### config.mk
export PLATFORM = sky130hd
export DESIGN_NAME = inst_fetch
export DESIGN_NICKNAME = d
export VERILOG_FILES = /design/src/rtl/inst_fetch.sv
export SDC_FILE = /design/constraint.sdc
export NUM_CORES = 1
export LEC_CHECK = 0
export BUFFER_PORTS_ARGS = -buffer_cell sky130_fd_sc_hd__buf_4
export CORE_MARGIN = 2
export CORE_UTILIZATION = 53
export DETAILED_ROUTE_END_ITERATION = 16
export PLACE_DENSITY = 0.81
export SLEW_MARGIN = 0
export SYNTH_ARGS = -nofsm -noshare
export SYNTH_HDL_FRONTEND = slang
export SYNTH_SLANG_ARGS = --single-unit
### constraint.sdc
create_clock -name clk_in -period 3.1 [get_ports clk_in]
set_clock_uncertainty 0.1 [all_clocks]
set_input_delay 0.62 -clock clk_in [delete_from_list [all_inputs] [get_ports clk_in]]
set_output_delay 0.62 -clock clk_in [all_outputs]
set_load 0.005 [all_outputs]
### src/rtl/inst_fetch.sv
// Instruction fetch: reads four little-endian bytes per word from a byte-wide memory port
// and offers the assembled word to the decoder. Optional JAL prediction under JAL_PREDICT_EN.
module inst_fetch #(
  parameter logic [31:0] RESET_PC = 32'h0000_0000,
  parameter int          ADDR_W   = 32
) (
  input  logic              clk_in,
  input  logic              rst_in,
  input  logic              rdy_in,
  output logic              mem_req_out,
  input  logic              mem_gnt_in,
  output logic [ADDR_W-1:0] mem_a_out,
  input  logic [7:0]        mem_din_in,
  input  logic              flush_in,
  input  logic [31:0]       flush_pc_in,
  output logic              inst_valid_out,
  input  logic              inst_ready_in,
  output logic [31:0]       inst_out,
  output logic [31:0]       inst_pc_out,
  output logic              inst_pred_out
);

  localparam logic [0:0] S_FETCH = 1'b0;
  localparam logic [0:0] S_HOLD  = 1'b1;

  logic [0:0]  state_q, state_d;
  logic [31:0] pc_q, pc_d;
  logic [2:0]  issue_cnt_q, issue_cnt_d;
  logic [1:0]  ret_cnt_q, ret_cnt_d;
  logic        pending_q, pending_d;
  logic        valid_q, valid_d;
  logic [31:0] inst_q, inst_d;
  logic [31:0] inst_pc_q, inst_pc_d;

  logic [31:0] addr_full;
  logic        req;
  logic        handshake;
  logic [31:0] next_pc;

  assign addr_full = pc_q + {29'b0, issue_cnt_q};
  // Outputs are forced quiet while reset is held, independent of the clock.
  assign req       = rst_in && rdy_in && (state_q == S_FETCH) && (issue_cnt_q < 3'd4);
  assign handshake = valid_q && inst_ready_in;

  assign mem_req_out    = req;
  assign mem_a_out      = (rst_in && state_q == S_FETCH) ? addr_full[ADDR_W-1:0] : '0;
  assign inst_valid_out = valid_q;
  assign inst_out       = inst_q;
  assign inst_pc_out    = inst_pc_q;

`ifdef JAL_PREDICT_EN
  logic        pred_q, pred_d;
  logic [31:0] jimm;

  assign jimm    = {{11{inst_q[31]}}, inst_q[31], inst_q[19:12], inst_q[20], inst_q[30:21], 1'b0};
  assign next_pc = pred_q ? (inst_pc_q + jimm) : (pc_q + 32'd4);
  assign inst_pred_out = pred_q;
`else
  assign next_pc       = pc_q + 32'd4;
  assign inst_pred_out = 1'b0;
`endif

  always_comb begin
    state_d     = state_q;
    pc_d        = pc_q;
    issue_cnt_d = issue_cnt_q;
    ret_cnt_d   = ret_cnt_q;
    pending_d   = 1'b0;
    valid_d     = valid_q;
    inst_d      = inst_q;
    inst_pc_d   = inst_pc_q;
`ifdef JAL_PREDICT_EN
    pred_d      = pred_q;
`endif

    // Byte capture follows the grant by one cycle and ignores rdy_in.
    if (pending_q) begin
      case (ret_cnt_q)
        2'd0:    inst_d[7:0]   = mem_din_in;
        2'd1:    inst_d[15:8]  = mem_din_in;
        2'd2:    inst_d[23:16] = mem_din_in;
        default: inst_d[31:24] = mem_din_in;
      endcase
      ret_cnt_d = ret_cnt_q + 2'd1;
      if (ret_cnt_q == 2'd3) begin
        state_d     = S_HOLD;
        valid_d     = 1'b1;
        inst_pc_d   = pc_q;
        issue_cnt_d = 3'd0;
        ret_cnt_d   = 2'd0;
`ifdef JAL_PREDICT_EN
        pred_d      = (inst_d[6:0] == 7'b1101111);
`endif
      end
    end

    if (req && mem_gnt_in) begin
      issue_cnt_d = issue_cnt_q + 3'd1;
      pending_d   = 1'b1;
    end

    if (handshake) begin
      valid_d = 1'b0;
      pc_d    = next_pc;
      state_d = S_FETCH;
    end

    // Redirect overrides everything, including a same-edge handshake.
    if (flush_in) begin
      pc_d        = flush_pc_in & 32'hFFFF_FFFC;
      issue_cnt_d = 3'd0;
      ret_cnt_d   = 2'd0;
      pending_d   = 1'b0;
      valid_d     = 1'b0;
      state_d     = S_FETCH;
    end
  end

  always_ff @(posedge clk_in or negedge rst_in) begin
    if (!rst_in) begin
      state_q     <= S_FETCH;
      pc_q        <= RESET_PC;
      issue_cnt_q <= 3'd0;
      ret_cnt_q   <= 2'd0;
      pending_q   <= 1'b0;
      valid_q     <= 1'b0;
      inst_q      <= 32'd0;
      inst_pc_q   <= 32'd0;
    end else begin
      state_q     <= state_d;
      pc_q        <= pc_d;
      issue_cnt_q <= issue_cnt_d;
      ret_cnt_q   <= ret_cnt_d;
      pending_q   <= pending_d;
      valid_q     <= valid_d;
      inst_q      <= inst_d;
      inst_pc_q   <= inst_pc_d;
    end
  end

`ifdef JAL_PREDICT_EN
  always_ff @(posedge clk_in or negedge rst_in) begin
    if (!rst_in) pred_q <= 1'b0;
    else         pred_q <= pred_d;
  end
`endif

endmodule

; Word-level counts from Yosys, hierarchy flattened
; Index checks and enable logic that the tools add are counted.
; Widths: inputs -> output; s select.
[word_totals]
in_bits = 46
word_cells = 57
ff_bits = 103
out_inout_bits = 99
[classes]
n_mux = 16
n_bitwise = 2
n_reduce_logical = 21
n_addsub = 4
eq_ne = 3
n_lt_le_gt_ge = 1
[ops]
columns = operator, n
row1 = $mux 32, 3
row2 = $add 32x3->32, 1
row3 = $add 32x3->32 const B, 1
row4 = $reduce_and 2->1, 7
row5 = $mux 3, 4
row6 = $reduce_bool 3->1, 4
row7 = $logic_and 1x1->1, 6
row8 = $mux 1, 6
row9 = $mux 2, 3
row10 = $eq 2x2->1 const B, 2
row11 = $reduce_bool 2->1, 2
row12 = $add 3x1->3 const B, 1
row13 = $lt 3x3->1 const B, 1
row14 = $reduce_or 3->1, 1
row15 = $add 2x1->2 const B, 1
row16 = $eq 2x1->1 const B, 1
row17 = $logic_not 2->1, 1
row18 = $not 1->1, 2

; Logic depth before layout (Yosys ltp)
[logic_depth]
word_depth = 6
mapped_depth = 7

; Worst setup path after synthesis
; OpenSTA, ideal clock, no wires.
[synth_timing]
kind = register to output
start = register pc_q[2]
end = output port mem_a_out[28]
arrival_time_ns = 1.916
t_required_ns = 2.380
path_stages_with_launch = 8
path_buffers = 2
path_slack_ns = 0.464
path_cell_list = dfrtp_1 -> ha_1 -> and2_1 -> clkbuf_1 -> nand3_1 -> clkbuf_1 -> or4_1 -> a21oi_1
[synth_between]
elab_chain_len = 2
[synth_rtl]
columns = item, line_no
row1 = start: declaration, 27  ; logic [31:0] pc_q, pc_d;
row2 = start signal: assignment, 131  ; pc_q <= pc_d;
row3 = $add 32x3->32, 40  ; assign addr_full = pc_q + {29'b0, issue_cnt_q};
row4 = $mux 32, 46  ; assign mem_a_out = (rst_in && state_q == S_FETCH) ? addr_full[ADDR_W-1:0] : '0;
row5 = end: declaration, 12  ; output logic [ADDR_W-1:0] mem_a_out,
; No other way between the ends.

; Final worst setup path
[layout_timing]
start = register pc_q[24]
end = output port mem_a_out[31]
; The elaborated chain is that of the path after synthesis.

==> qor.csv <==
stage,metric,value,unit
setup_path,Crit path arrival time,2.37,ns
power,leak pwr,3.05,nW
logic_synthesis,Post-synth top flop,dfrtp_1,
placement,Place WS,0.215,ns
cts,CTS Buf Count,9,
setup_path,"slowest stage delay, CP",0.62,ns
logic_synthesis,mapped cell area,5240,um2
placement,post-DP HPWL,9890,um
die,die area,10700,um2
min_path,worst hold-check path type,input pin to flop,
global_route,first-pass GRT wire length,21600,um
global_route,Congestion Overflow GR,0,
timing,worst-margin pin slew,1.06,ns
logic_synthesis,XOR/XNOR Fraction of Synth Area,4.01,%
die,# rows,36,
run_status,status,completed,
cells_and_area,final net count,718,
logic_synthesis,register area share after synthesis,47.3,%
detailed_routing,Vias,4668,
logic_synthesis,number of synthesized register bits,99,
timing,final hold violation count,0,
detailed_routing,Antenna Violating Nets Remaining,0,
detailed_routing,WL per Instance,17.7,um
setup_path,Worst Path Max Fanout,9,
cts,Clock Latency Late Sink,0.38,ns
detailed_routing,DR WL met2,6800,um
run,total of max-cap violations,0,
global_route,initial antenna violation count,0,
timing,fmax,324,MHz
logic_synthesis,Cell variety after synth,45,
cells_and_area,antenna cells,0,
cts,Num Clock Sinks,99,
cells_and_area,fraction of layout cells with a size suffix above 1,44.2,%
setup_path,worst r2r path cells,5,
placement,Cell Count Post-Placement,759,
detailed_routing,drt pass-1 iters,5,
timing,RSZ-0062 raised after global routing,yes,
power,worst vdd ir,0.264,mV
die,die height,103,um
placement,GPL Wtd Cong,0.912,
setup_path,CP most frequent cell,or4_1,
logic_synthesis,Gate Count Post-Synth,515,
detailed_routing,WL met1,6070,um
setup_path,Worst setup SP type,flop,
cts,Max Root-Sink Buffers,2,
cts,CTS tree,done,
logic_synthesis,Post-synth ARST share,100,%
power,Power Total,2.88,mW
cells_and_area,final instance area,6880,um2
placement,count of input and output buffers,139,
cts,H-tree depth,3,
logic_synthesis,Simple-Gate Fraction of Synth Area,19.7,%
setup_path,critical path class,flop to primary output,
timing,minimum clock period,3.09,ns
global_route,number of global-route vias before repair,4236,
logic_synthesis,"Warnings, synthesis",0,
placement,Placed Instance Area,6340,um2
logic_synthesis,post-synthesis mux area share,13.2,%
global_route,largest net degree at the start of global routing,86,
detailed_routing,top sig layer,met4,
timing,final worst slack,0.0150,ns
timing,Final Max Slew Viols,0,
timing,Tcrit/Tclk final,99.5,%
cts,clock-pin transition on the worst setup and hold timing paths,0.11,ns
detailed_routing,routed wire length on met3,946,um
die,Starting Density,54.1,%
power,power per cell area,419,nW/um2
die,Core ar.,9680,um2
logic_synthesis,Compound-Gate Fraction of Synth Area,9.36,%
detailed_routing,Remaining DRCs,0,
detailed_routing,vias per cell,5.82,
cells_and_area,post-route insts no fill,802,
die,io pins,145,
die,Die W,103,um
logic_synthesis,largest family of logic cells by synthesized area,simple AND/OR/NAND/NOR gates,
cells_and_area,FILL cells,710,
logic_synthesis,Synth Area in Adders,1.91,%
logic_synthesis,Synth Area per Inst,10.2,um2
cells_and_area,Finished Core Util,71.0,%
detailed_routing,final wirelength,14200,um
cells_and_area,area grow syn2layout,31.2,%
cts,Clock Tree Root,clkbuf_8,
timing,Final setup viols,0,
setup_path,crit-path cells,"nand4_1, or4_1, or4_1, a21oi_1, buf_4",
setup_path,"slowest stage cell, crit path",or4_1,
timing,slew margin rel.,29.0,%
global_route,All-Layer GR Usage,26.4,%
min_path,worst hold path depth,3,
setup_path,CP Capture Type,primary output,
logic_synthesis,number of synthesized flops with an enable pin,0,
setup_path,Worst Path Required,2.38,ns
detailed_routing,Initial DRC Count,313,
per-stage QoR:
stage,hold slack [ns],setup TNS [ns]
floorplan,0.224,0
detailed placement,0.371,0
global placement,0.370,0
global route,0.350,-0.179
CTS,0.349,-0.00175
finish,0.344,0
repair_timing:
action,in CTS,in global routing
hold endpoints to repair,12,0
setup buffers,9,17
hold buffers,1,0
resized for setup,22,21
pin swaps,1,5
setup endpoints to repair,12,13
worst max-delay path, delay by kind of cell, from the launching register on:
| family | cells | cell delay [ns] |
|---|---|---|
| compound gates | 1 | 0.20 |
| buf+inv | 1 | 0.14 |
| flops | 1 | 0.45 |
| simple gates | 3 | 1.21 |
sequential cells by signal (all words and copies together), names as in the netlist:
signal	count
inst_valid_out	1
pc_q	30
inst_pc_out	30
pending_q	1
issue_cnt_q	3
ret_cnt_q	2
inst_out	32
cells by family (layout without fill, tap and decap cells):
family / Yosys count / in the layout
AND/OR/NAND/NOR: 187 / 187
flip-flops: 99 / 99
AO/OA/AOI/OAI: 85 / 85
multiplexers: 62 / 62
buffers and inverters: 49 / 201
XOR/XNOR: 24 / 24
adder cells (fa/ha/maj): 8 / 8
other: 1 / 3
layout make-up:
cell class | count | area (um2) | area share (%)
well taps | 133 | 166 | 2.42
inverters | 7 | 26.3 | 0.382
multi-input cells | 369 | 2630 | 38.2
clock buffers | 10 | 138 | 2.00
flip-flops and latches | 99 | 2500 | 36.4
clock inverters | 6 | 68.8 | 1.00
repair buffers | 178 | 1340 | 19.5
worst paths after layout:
check | slack (ns) | from | end
worst max-delay path | 0.01 | pc_q[24] | mem_a_out[31]
worst min-delay path | 0.34 | flush_pc_in[3] | pc_q[3]
worst max register to register | 0.80 | pc_q[6] | pc_q[27]
worst min register to register | 0.39 | inst_pc_out[11] | inst_pc_out[11]
max in group asynchronous | 0.90 | rst_in | pc_q[5]
min in group asynchronous | 0.61 | rst_in | inst_valid_out
routing by layer:
layer | up-vias | GRT usage, %
met5 | - | 0
met4 | 0 | 9.31
met3 | 32 | 4.17
met2 | 193 | 43.2
met1 | 2277 | 36.0
li1 | 2166 | -
where the power goes:
group          switching, mW  internal [mW]  leakage, nW  total [mW]
sequential             0.102           1.39         1.22        1.49
clock                  0.483          0.404        0.109       0.887
combinational          0.230          0.275         1.72       0.505
total                  0.815           2.07         3.05        2.88
cells in the mapped netlist (all sizes together), types with 2 or more instances:
| cell type | instances | area, um2 |
|---|---|---|
| nand2b | 2 | 12.5 |
| clkbuf | 26 | 100 |
| xor2 | 9 | 78.8 |
| and4 | 6 | 52.6 |
| o21ai | 36 | 180 |
| and3 | 4 | 25.0 |
| buf | 16 | 108 |
| ha | 8 | 100 |
| nor3 | 8 | 40.0 |
| nand3 | 14 | 75.1 |
| nor2 | 32 | 120 |
| a21oi | 19 | 95.1 |
| mux2i | 3 | 30.0 |
| xnor2 | 15 | 131 |
| or2 | 2 | 12.5 |
| dfrtp | 99 | 2480 |
| or3 | 17 | 106 |
| nand2 | 42 | 158 |
| inv | 6 | 22.5 |
| and2 | 8 | 50.1 |
| a31oi | 12 | 75.1 |
| mux2 | 59 | 664 |
| o31ai | 11 | 82.6 |
| or4 | 20 | 154 |
| nor4 | 4 | 25.0 |
| nand4 | 26 | 184 |
placed cells by master (no fill, tap or decap), drive strengths merged, types with 17 or more instances in the layout:
| cell | n |
|---|---|
| buf | 176 |
| nand4 | 26 |
| or4 | 20 |
| nor2 | 32 |
| mux2 | 59 |
| or3 | 17 |
| o21ai | 36 |
| a21oi | 19 |
| dfrtp | 99 |
| nand2 | 42 |
(Power assumes the default switching activity.)
